===== src/rtl/eq_gain_scheduler_pkg.sv =====
// Shared types and helpers for the equalizer gain scheduler.
// Holds the FSM encoding, the default-width gain limit and the saturating step.
package eq_gain_scheduler_pkg;

  typedef enum logic {
    IDLE = 1'b0,
    RAMP = 1'b1
  } state_t;

  localparam int GAIN_BITS_DEF = 4;
  localparam int GAIN_MAX      = (1 << GAIN_BITS_DEF) - 1;

  // One LSB up or down, clamped to [0, gmax].
  function automatic int sat_step(input int g, input int gmax, input logic up);
    if (up) begin
      return (g >= gmax) ? gmax : g + 1;
    end
    return (g <= 0) ? 0 : g - 1;
  endfunction

endpackage


===== src/rtl/eq_gain_ramp_cell.sv =====
// One equalizer band: stores target and live gain, moves live one LSB
// toward target when step_en is high, and flags any mismatch.
module eq_gain_ramp_cell #(
  parameter int GAIN_BITS    = 4,
  parameter int GAIN_DEFAULT = 1
) (
  input  logic                 clk,
  input  logic                 rst,
  input  logic                 tgt_we,
  input  logic [GAIN_BITS-1:0] tgt_wdata,
  input  logic                 step_en,
  output logic [GAIN_BITS-1:0] target,
  output logic [GAIN_BITS-1:0] live,
  output logic                 mismatch
);

  localparam logic [GAIN_BITS-1:0] GAIN_RST = GAIN_BITS'(GAIN_DEFAULT);

  logic [GAIN_BITS-1:0] target_q, target_d;
  logic [GAIN_BITS-1:0] live_q, live_d;

  always_comb begin
    target_d = tgt_we ? tgt_wdata : target_q;
    live_d   = live_q;
    // Direction is taken from the pre-edge target, so a same-edge retarget
    // only influences the following step.
    if (step_en && (live_q != target_q)) begin
      live_d = (target_q > live_q) ? live_q + 1'b1 : live_q - 1'b1;
    end
  end

  always_ff @(posedge clk or posedge rst) begin
    if (rst) begin
      target_q <= GAIN_RST;
      live_q   <= GAIN_RST;
    end else begin
      target_q <= target_d;
      live_q   <= live_d;
    end
  end

  assign target   = target_q;
  assign live     = live_q;
  assign mismatch = (target_q != live_q);

endmodule


===== src/rtl/eq_gain_scheduler.sv =====
// Equalizer gain scheduler: arbitrates host/button/preset target changes and
// ramps live band gains one LSB per RAMP_DIV qualifying sample boundaries.
module eq_gain_scheduler
  import eq_gain_scheduler_pkg::*;
#(
  parameter int NUMBER_OF_FILTERS = 10,
  parameter int GAIN_BITS         = GAIN_BITS_DEF,
  parameter int GAIN_DEFAULT      = 1,
  parameter int RAMP_DIV          = 8,
  parameter int BAND_BITS         = $clog2(NUMBER_OF_FILTERS)
) (
  input  logic                                   clk,
  input  logic                                   rst,
  input  logic                                   clk_enable,
  input  logic                                   phase_min,
  input  logic                                   host_valid,
  output logic                                   host_ready,
  input  logic [BAND_BITS-1:0]                   host_band,
  input  logic [GAIN_BITS-1:0]                   host_gain,
  input  logic                                   btn_next,
  input  logic                                   btn_up,
  input  logic                                   btn_down,
  input  logic                                   preset_load,
  output logic [BAND_BITS-1:0]                   sel_band,
  output logic [NUMBER_OF_FILTERS*GAIN_BITS-1:0] amplifier_gains,
  output logic                                   busy,
  output logic                                   update_done,
  output logic                                   err_band
);

  localparam int                    CNT_BITS   = (RAMP_DIV > 1) ? $clog2(RAMP_DIV) : 1;
  localparam int                    GAIN_LIMIT = (1 << GAIN_BITS) - 1;
  localparam logic [GAIN_BITS-1:0]  GAIN_RST   = GAIN_BITS'(GAIN_DEFAULT);
  localparam logic [CNT_BITS-1:0]   CNT_LAST   = CNT_BITS'(RAMP_DIV - 1);
  localparam logic [BAND_BITS-1:0]  BAND_LAST  = BAND_BITS'(NUMBER_OF_FILTERS - 1);

  state_t               state_q, state_d;
  logic [CNT_BITS-1:0]  cnt_q, cnt_d;
  logic [BAND_BITS-1:0] sel_band_q, sel_band_d;
  logic                 update_done_q, update_done_d;
  logic                 err_band_q, err_band_d;

  logic host_acc, host_bad, btn_adj, boundary, step_en, any_mismatch;
  logic [NUMBER_OF_FILTERS-1:0] mismatch;
  logic [GAIN_BITS-1:0]         target [NUMBER_OF_FILTERS];
  logic [GAIN_BITS-1:0]         live   [NUMBER_OF_FILTERS];

  assign host_ready   = ~preset_load;
  assign host_acc     = host_valid & ~preset_load;
  assign host_bad     = int'(host_band) >= NUMBER_OF_FILTERS;
  assign btn_adj      = btn_up ^ btn_down;
  assign boundary     = clk_enable & phase_min;
  assign any_mismatch = |mismatch;

  genvar gi;
  generate
    for (gi = 0; gi < NUMBER_OF_FILTERS; gi++) begin : g_band
      logic                 we;
      logic [GAIN_BITS-1:0] wdata;

      // Preset beats host, host beats buttons; an accepted host write to a bad
      // band still consumes the cycle's button adjustment.
      always_comb begin
        we    = 1'b0;
        wdata = target[gi];
        if (preset_load) begin
          we    = 1'b1;
          wdata = GAIN_RST;
        end else if (host_acc) begin
          if (!host_bad && (host_band == BAND_BITS'(gi))) begin
            we    = 1'b1;
            wdata = host_gain;
          end
        end else if (btn_adj && (sel_band_q == BAND_BITS'(gi))) begin
          we    = 1'b1;
          wdata = GAIN_BITS'(sat_step(int'(target[gi]), GAIN_LIMIT, btn_up));
        end
      end

      eq_gain_ramp_cell #(
        .GAIN_BITS   (GAIN_BITS),
        .GAIN_DEFAULT(GAIN_DEFAULT)
      ) u_cell (
        .clk      (clk),
        .rst      (rst),
        .tgt_we   (we),
        .tgt_wdata(wdata),
        .step_en  (step_en),
        .target   (target[gi]),
        .live     (live[gi]),
        .mismatch (mismatch[gi])
      );

      assign amplifier_gains[gi*GAIN_BITS +: GAIN_BITS] = live[gi];
    end
  endgenerate

  always_comb begin
    state_d       = state_q;
    cnt_d         = cnt_q;
    step_en       = 1'b0;
    update_done_d = 1'b0;
    case (state_q)
      IDLE: begin
        cnt_d = '0;
        if (any_mismatch) state_d = RAMP;
      end
      RAMP: begin
        if (!any_mismatch) begin
          state_d       = IDLE;
          update_done_d = 1'b1;
        end else if (boundary) begin
          if (cnt_q == CNT_LAST) begin
            cnt_d   = '0;
            step_en = 1'b1;
          end else begin
            cnt_d = cnt_q + 1'b1;
          end
        end
      end
      default: state_d = IDLE;
    endcase
  end

  always_comb begin
    sel_band_d = sel_band_q;
    if (btn_next) begin
      sel_band_d = (sel_band_q == BAND_LAST) ? '0 : sel_band_q + 1'b1;
    end
    err_band_d = host_acc & host_bad;
  end

  always_ff @(posedge clk or posedge rst) begin
    if (rst) begin
      state_q       <= IDLE;
      cnt_q         <= '0;
      sel_band_q    <= '0;
      update_done_q <= 1'b0;
      err_band_q    <= 1'b0;
    end else begin
      state_q       <= state_d;
      cnt_q         <= cnt_d;
      sel_band_q    <= sel_band_d;
      update_done_q <= update_done_d;
      err_band_q    <= err_band_d;
    end
  end

  assign busy        = (state_q == RAMP);
  assign sel_band    = sel_band_q;
  assign update_done = update_done_q;
  assign err_band    = err_band_q;

endmodule


===== config.mk =====
export PLATFORM = sky130hd
export DESIGN_NAME = eq_gain_scheduler
export DESIGN_NICKNAME = d
export VERILOG_FILES = /design/src/rtl/eq_gain_scheduler_pkg.sv /design/src/rtl/eq_gain_ramp_cell.sv /design/src/rtl/eq_gain_scheduler.sv
export SDC_FILE = /design/constraint.sdc
export NUM_CORES = 1
export LEC_CHECK = 0
export ABC_AREA = 1
export BUFFER_PORTS_ARGS = -buffer_cell sky130_fd_sc_hd__buf_2
export CORE_UTILIZATION = 45
export DETAILED_ROUTE_END_ITERATION = 16
export SLEW_MARGIN = 20
export SYNTH_ARGS = -nofsm -noshare
export SYNTH_HDL_FRONTEND = slang
export SYNTH_SLANG_ARGS = --single-unit
export TNS_END_PERCENT = 50

===== constraint.sdc =====
create_clock -name clk -period 3.78 [get_ports clk]
set_input_delay 0.567 -clock clk [delete_from_list [all_inputs] [get_ports clk]]
set_output_delay 0.567 -clock clk [all_outputs]
set_load 0.01 [all_outputs]

Word level (Yosys, flattened, before mapping)
Cells that the tools add are included.

storage, ports and cells
  register bits after elaboration = 90
  bits of input ports = 17
  output and inout bits = 48
  logic and storage cells = 383

cells by class
  add/subtract/negate cells = 42
  order comparisons = 31
  equality and inequality tests = 51
  multiplexer cells = 173
  bitwise operators = 6
  reductions and logical operators = 55

operators with widths
  cell                 count
  $mux 4               91
  $add 4x1->4 const B  21
  $ne 4x4->1           20
  $sub 4x1->4 const B  20
  $mux 1               78
  $ge 4x4->1 const B   11
  $gt 4x4->1           10
  $le 4x1->1 const B   10
  $eq 4x3->1 const B   8
  $logic_and 1x1->1    30
  $ne 3x2->1 const B   10
  $reduce_and 3->1     10
  $reduce_bool 3->1    10
  $eq 4x2->1 const B   4
  $eq 4x4->1 const B   4
  $reduce_or 10->1     1
  $mux 3               3
  $eq 4x1->1 const B   2
  $logic_not 4->1      2
  $pmux 3 s2           1
  $ne 2x1->1 const B   2
  $add 3x1->3 const B  1
  $and 1x1->1          3
  $eq 3x3->1 const B   1
  4 further kinds      5

Longest topological paths before layout
  word-level depth = 9
  gate-level depth with buffers = 17
  gate-level depth less buffers = 17

By module
A second synthesis with hierarchy kept.

second synthesis, totals
  cell total of the unflattened synthesis = 1366
  area total of the unflattened synthesis = 9410.3 um2

modules (own cells, without submodules)
  module                                    instances  cells an instance  area each (um2)  seq. area each (um2)
  eq_gain_scheduler                         1          746                3875.0           250.2
  eq_gain_ramp_cell (g_band[0].u_cell ...)  7          62                 550.5            202.7
  eq_gain_ramp_cell (g_band[7].u_cell ...)  3          62                 560.5            202.7

Worst setup path before layout
No wires, ideal clock.

  path type = register to register
  from = register g_band[2].u_cell.target_q[0]
  to = register g_band[2].u_cell.live_q[3]
  library setup time = 0.113 ns
  arrival = 2.109 ns
  required time = 3.667 ns
  setup slack = 1.558 ns
  stages on the path, launching flop included = 15
  path buffers = 0
  period minus slack after synthesis = 2.222 ns
  cells stage by stage = dfstp_2 inv_1 ha_1 inv_1 a21oi_1 o21ai_0 nand2_1 ha_1 a21o_1 a21oi_1 nand2_1 nand3_1 nand2_1 nand2_1 inv_1

between the ends
  longest elaborated chain between the ends = 5
  elaborated cells between the ends (all ways) = 8
  classes of those cells = order compare: 1; eq/ne: 2; mux: 3; reduce/logical: 2

ends and longest elaborated chain
  element                   line                                              text
  start: declaration        eq_gain_ramp_cell.sv:19                           logic [GAIN_BITS-1:0] target_q, target_d;
  start signal: assignment  eq_gain_ramp_cell.sv:37                           target_q <= target_d;
  $ne 4x4->1                eq_gain_ramp_cell.sv:27, eq_gain_ramp_cell.sv:44
  $reduce_or 10->1          eq_gain_scheduler.sv:53                           assign any_mismatch = |mismatch;
  $mux 1                    eq_gain_scheduler.sv:109                          if (!any_mismatch) begin
  $mux 1                    eq_gain_scheduler.sv:103                          case (state_q)
  $logic_and 1x1->1         eq_gain_ramp_cell.sv:27                           if (step_en && (live_q != target_q)) begin
  end signal: assignment    eq_gain_ramp_cell.sv:38                           live_q <= live_d;
  end: declaration          eq_gain_ramp_cell.sv:20                           logic [GAIN_BITS-1:0] live_q, live_d;

Several ways; a longest one is shown, not always the timed one.
A chain may end at the register's enable or synchronous reset.

Worst setup path after layout
  from = register g_band[7].u_cell.target_q[0]
  to = register g_band[7].u_cell.live_q[3]

between the ends
  longest elaborated chain between the ends = 5
  elaborated cells between the ends (all ways) = 8
  classes of those cells = order compare: 1; eq/ne: 2; mux: 3; reduce/logical: 2

ends and longest elaborated chain
  element                   line
  start: declaration        eq_gain_ramp_cell.sv:19
  start signal: assignment  eq_gain_ramp_cell.sv:37
  $ne 4x4->1                eq_gain_ramp_cell.sv:27, eq_gain_ramp_cell.sv:44
  $reduce_or 10->1          eq_gain_scheduler.sv:53
  $mux 1                    eq_gain_scheduler.sv:109
  $mux 1                    eq_gain_scheduler.sv:103
  $logic_and 1x1->1         eq_gain_ramp_cell.sv:27
  end signal: assignment    eq_gain_ramp_cell.sv:38
  end: declaration          eq_gain_ramp_cell.sv:20

Several ways; a longest one is shown, not always the timed one.

==> metrics.cfg <==
[setup_path]
path_class=reg2reg
r2r_slack_ns=0.92
cp_slowest_cell=dfstp_2
reg2reg_depth=14
r2r-start=g_band[7].u_cell.target[0]$_DFFE_PP1P_
cp.arrival_ns=3.11
worstPathCellList=inv_1 > ha_1 > nand2_1 > nor2_1 > inv_1 > nand2_1 > ha_1 > a21boi_0 > nor2_1 > nand3_1 > nand3_1 > nand2_1 > nand2_1 > inv_1
r2r_end=g_band[7].u_cell.live[3]$_DFFE_PP0P_
cp-start-kind=flop
cp.required_ns=4.03
crit_path_end_kind=flop
critPathMaxFanout=7
crit_path_max_incr_delay_ns=0.55
path_common_cell=nand2_1

[placed_design]
dpl_cell_area_mm2=0.00848
place_hpwl_mm=14.1
pre_cts_ws_ns=0.975
place_congestion=0.836
port_buffers=64

[clock_tree]
post_cts_buffers=0
cts_max_path_buffers=2
insertion_delay_ns=0.35
cts_sinks=90
tritoncts=done
cts_buffers=9
post_cts_resized=0
clkSlewWorstSetupHoldPaths_ns=0.07
ctsRootBufferMaster=clkbuf_16
hold_buffers=0
htreeDepth=3

[floorplanning]
pin_count=65
die_w_um=134
row_count=48
core_region_area_mm2=0.0172
start_util=0.458
die-height_um=134
dieArea_mm2=0.0181

[final_layout]
syn_to_final_growth_pct=11.3
ff_latch_area_mm2=0.00228
antenna_cells=0
final_util=0.510
layout.nets=1306
final_common_cell=nand2_1
n_fill_cell=1717
drive_above_1_share=0.129
stdcell_area_mm2=0.00879
multi_input_area_mm2=0.00496
final_cell_mix=338 x nand2_1, 139 x inv_1, 105 x nand3_1, 92 x ha_1, 77 x nor2_1

[sta]
tns_ns=0
setup_ws_ns=0.917
rsz0062_at_grt=false
tightest_slew_ns=1.12
max_freq_mhz=349
period_share=0.757
period_needed_ns=2.86
fin_skew_ns=0.0107
finalHoldViolCount=0
setup_violations=0
slew_viol_final=0
maxSlewHeadroom=0.250

[outcome]
status=finished clean

[global_route]
grt_remaining_overflow=0
antenna_found_initial=0
track_usage=0.223
grt_pass1_vias=6531
grt_start_max_net_pins=60
grt_pass1_wl_mm=31.9

[detailed_routing]
drtAntennaViolNets=0
drt-vias-per-instance=5.08
dr_total_vias=7200
drt-wirelength-per-cell_um=13.4
drc_errors=0
wirelength_mm=18.9
dr.pass1.iters=7
drtIter0Drc=516

[synthesis]
yosys_warnings=0
synthCells=1117
synth_top_cell_by_area=dfrtp_1
synth_top_cells_by_area=dfrtp_1 22%, nand2_1 16%, ha_1 15%, dfstp_2 6.7%, inv_1 6.7%
synth-seq-cells=90
synth_cell_types=39
syn_nets=1236
syn_area_per_cell_um2=7.07
synth_top_area_frac=0.222
syn_area_mm2=0.00790
ys_seq_area_frac=0.288

[power_and_ir_drop]
p_leak_nw=4.71
p_per_area_mw_per_mm2=646
power.total_mw=5.68
vdd_drop_max_mv=0.349

[min_path]
hp-class=in2async

[flow_run]
cap_viol_max_count=0

## worst max-delay path: cells and delay by family (launching register included)
family          cells  cell delay [ns]
simple gates        8             1.08
compound gates      1             0.13
buf+inv             3             0.40
fa+ha+maj           2             0.59
flops               1             0.55
## registers in the layout, summed over array words and instances (netlist names)
register / flops
update_done: 1
busy: 1
sel_band: 4
g_band.u_cell.target: 40
cnt_q: 3
err_band: 1
g_band.u_cell.live: 40
## power breakdown
part           switching, mW  total [mW]  internal [mW]
Sequential             0.390        1.68           1.29
Combinational           1.79        3.04           1.24
Clock                  0.408       0.956          0.549
Total                   2.59        5.68           3.08
## cell usage after synthesis, drive strengths merged
library cell  count
a21boi            1
a21o              1
a21oi            32
a31oi            11
buf               8
clkbuf            3
clkinv            2
dfrtp            70
dfstp            20
fa               10
ha               92
inv             156
mux2i             3
nand2           344
nand3           110
nand4            10
nor2             91
nor3              3
nor4              2
o211ai            2
o21ai            97
o21bai            8
o22ai             1
o31ai             1
xnor2            10
xor2             29
## worst max-delay path by stage
stage,start,end,slack [ns],cells past startpoint
6_report,g_band[7].u_cell.target[0]$_DFFE_PP1P_,g_band[7].u_cell.live[3]$_DFFE_PP0P_,0.92,14
5_1_grt,g_band[7].u_cell.target[0]$_DFFE_PP1P_,g_band[7].u_cell.live[3]$_DFFE_PP0P_,0.83,14
4_1_cts,g_band[7].u_cell.target[0]$_DFFE_PP1P_,g_band[7].u_cell.live[3]$_DFFE_PP0P_,0.96,14
3_5_place_dp,g_band[7].u_cell.target[0]$_DFFE_PP1P_,g_band[7].u_cell.live[3]$_DFFE_PP0P_,0.97,14
3_3_place_gp,g_band[7].u_cell.target[0]$_DFFE_PP1P_,g_band[7].u_cell.live[3]$_DFFE_PP0P_,0.95,14
2_1_floorplan,rst,busy$_DFF_PP0_,0.91,1
## logic make-up after synthesis
kind of cell    Yosys count  synth area share
simple gates            560             0.300
buf+inv                 169            0.0830
compound gates          154             0.108
fa+ha+maj               102             0.171
flops                    90             0.288
xor+xnor                 39            0.0456
mux                       3           0.00380
## cell type report
| cell class | count | area share |
|---|---|---|
| timing repair buffer | 70 | 0.0416 |
| clock inverter | 4 | 0.00569 |
| tap | 225 | 0.0320 |
| sequential | 90 | 0.259 |
| clock buffer | 12 | 0.0292 |
| inverter | 158 | 0.0678 |
| multi-input combinational | 858 | 0.565 |
## per-stage QoR
| step | hold slack, ns | cells |
|---|---|---|
| after floorplan | 0.475 | 1117 |
| after global placement | 0.486 | 1401 |
| after detailed placement | 0.480 | 1401 |
| after CTS | 0.394 | 1417 |
| after global routing | 0.429 | 1417 |
| final | 0.364 | 1417 |
## per-layer routing
layer  vias to the layer above  GRT usage  wire length [um]
met2                       160      0.366              8600
met1                      3272      0.308              9230
met3                        19     0.0236               834
met4                         0     0.0674               276
li1                       3749          -                 -
met5                         -          0                 0
Power figures use the tool's default switching activity.
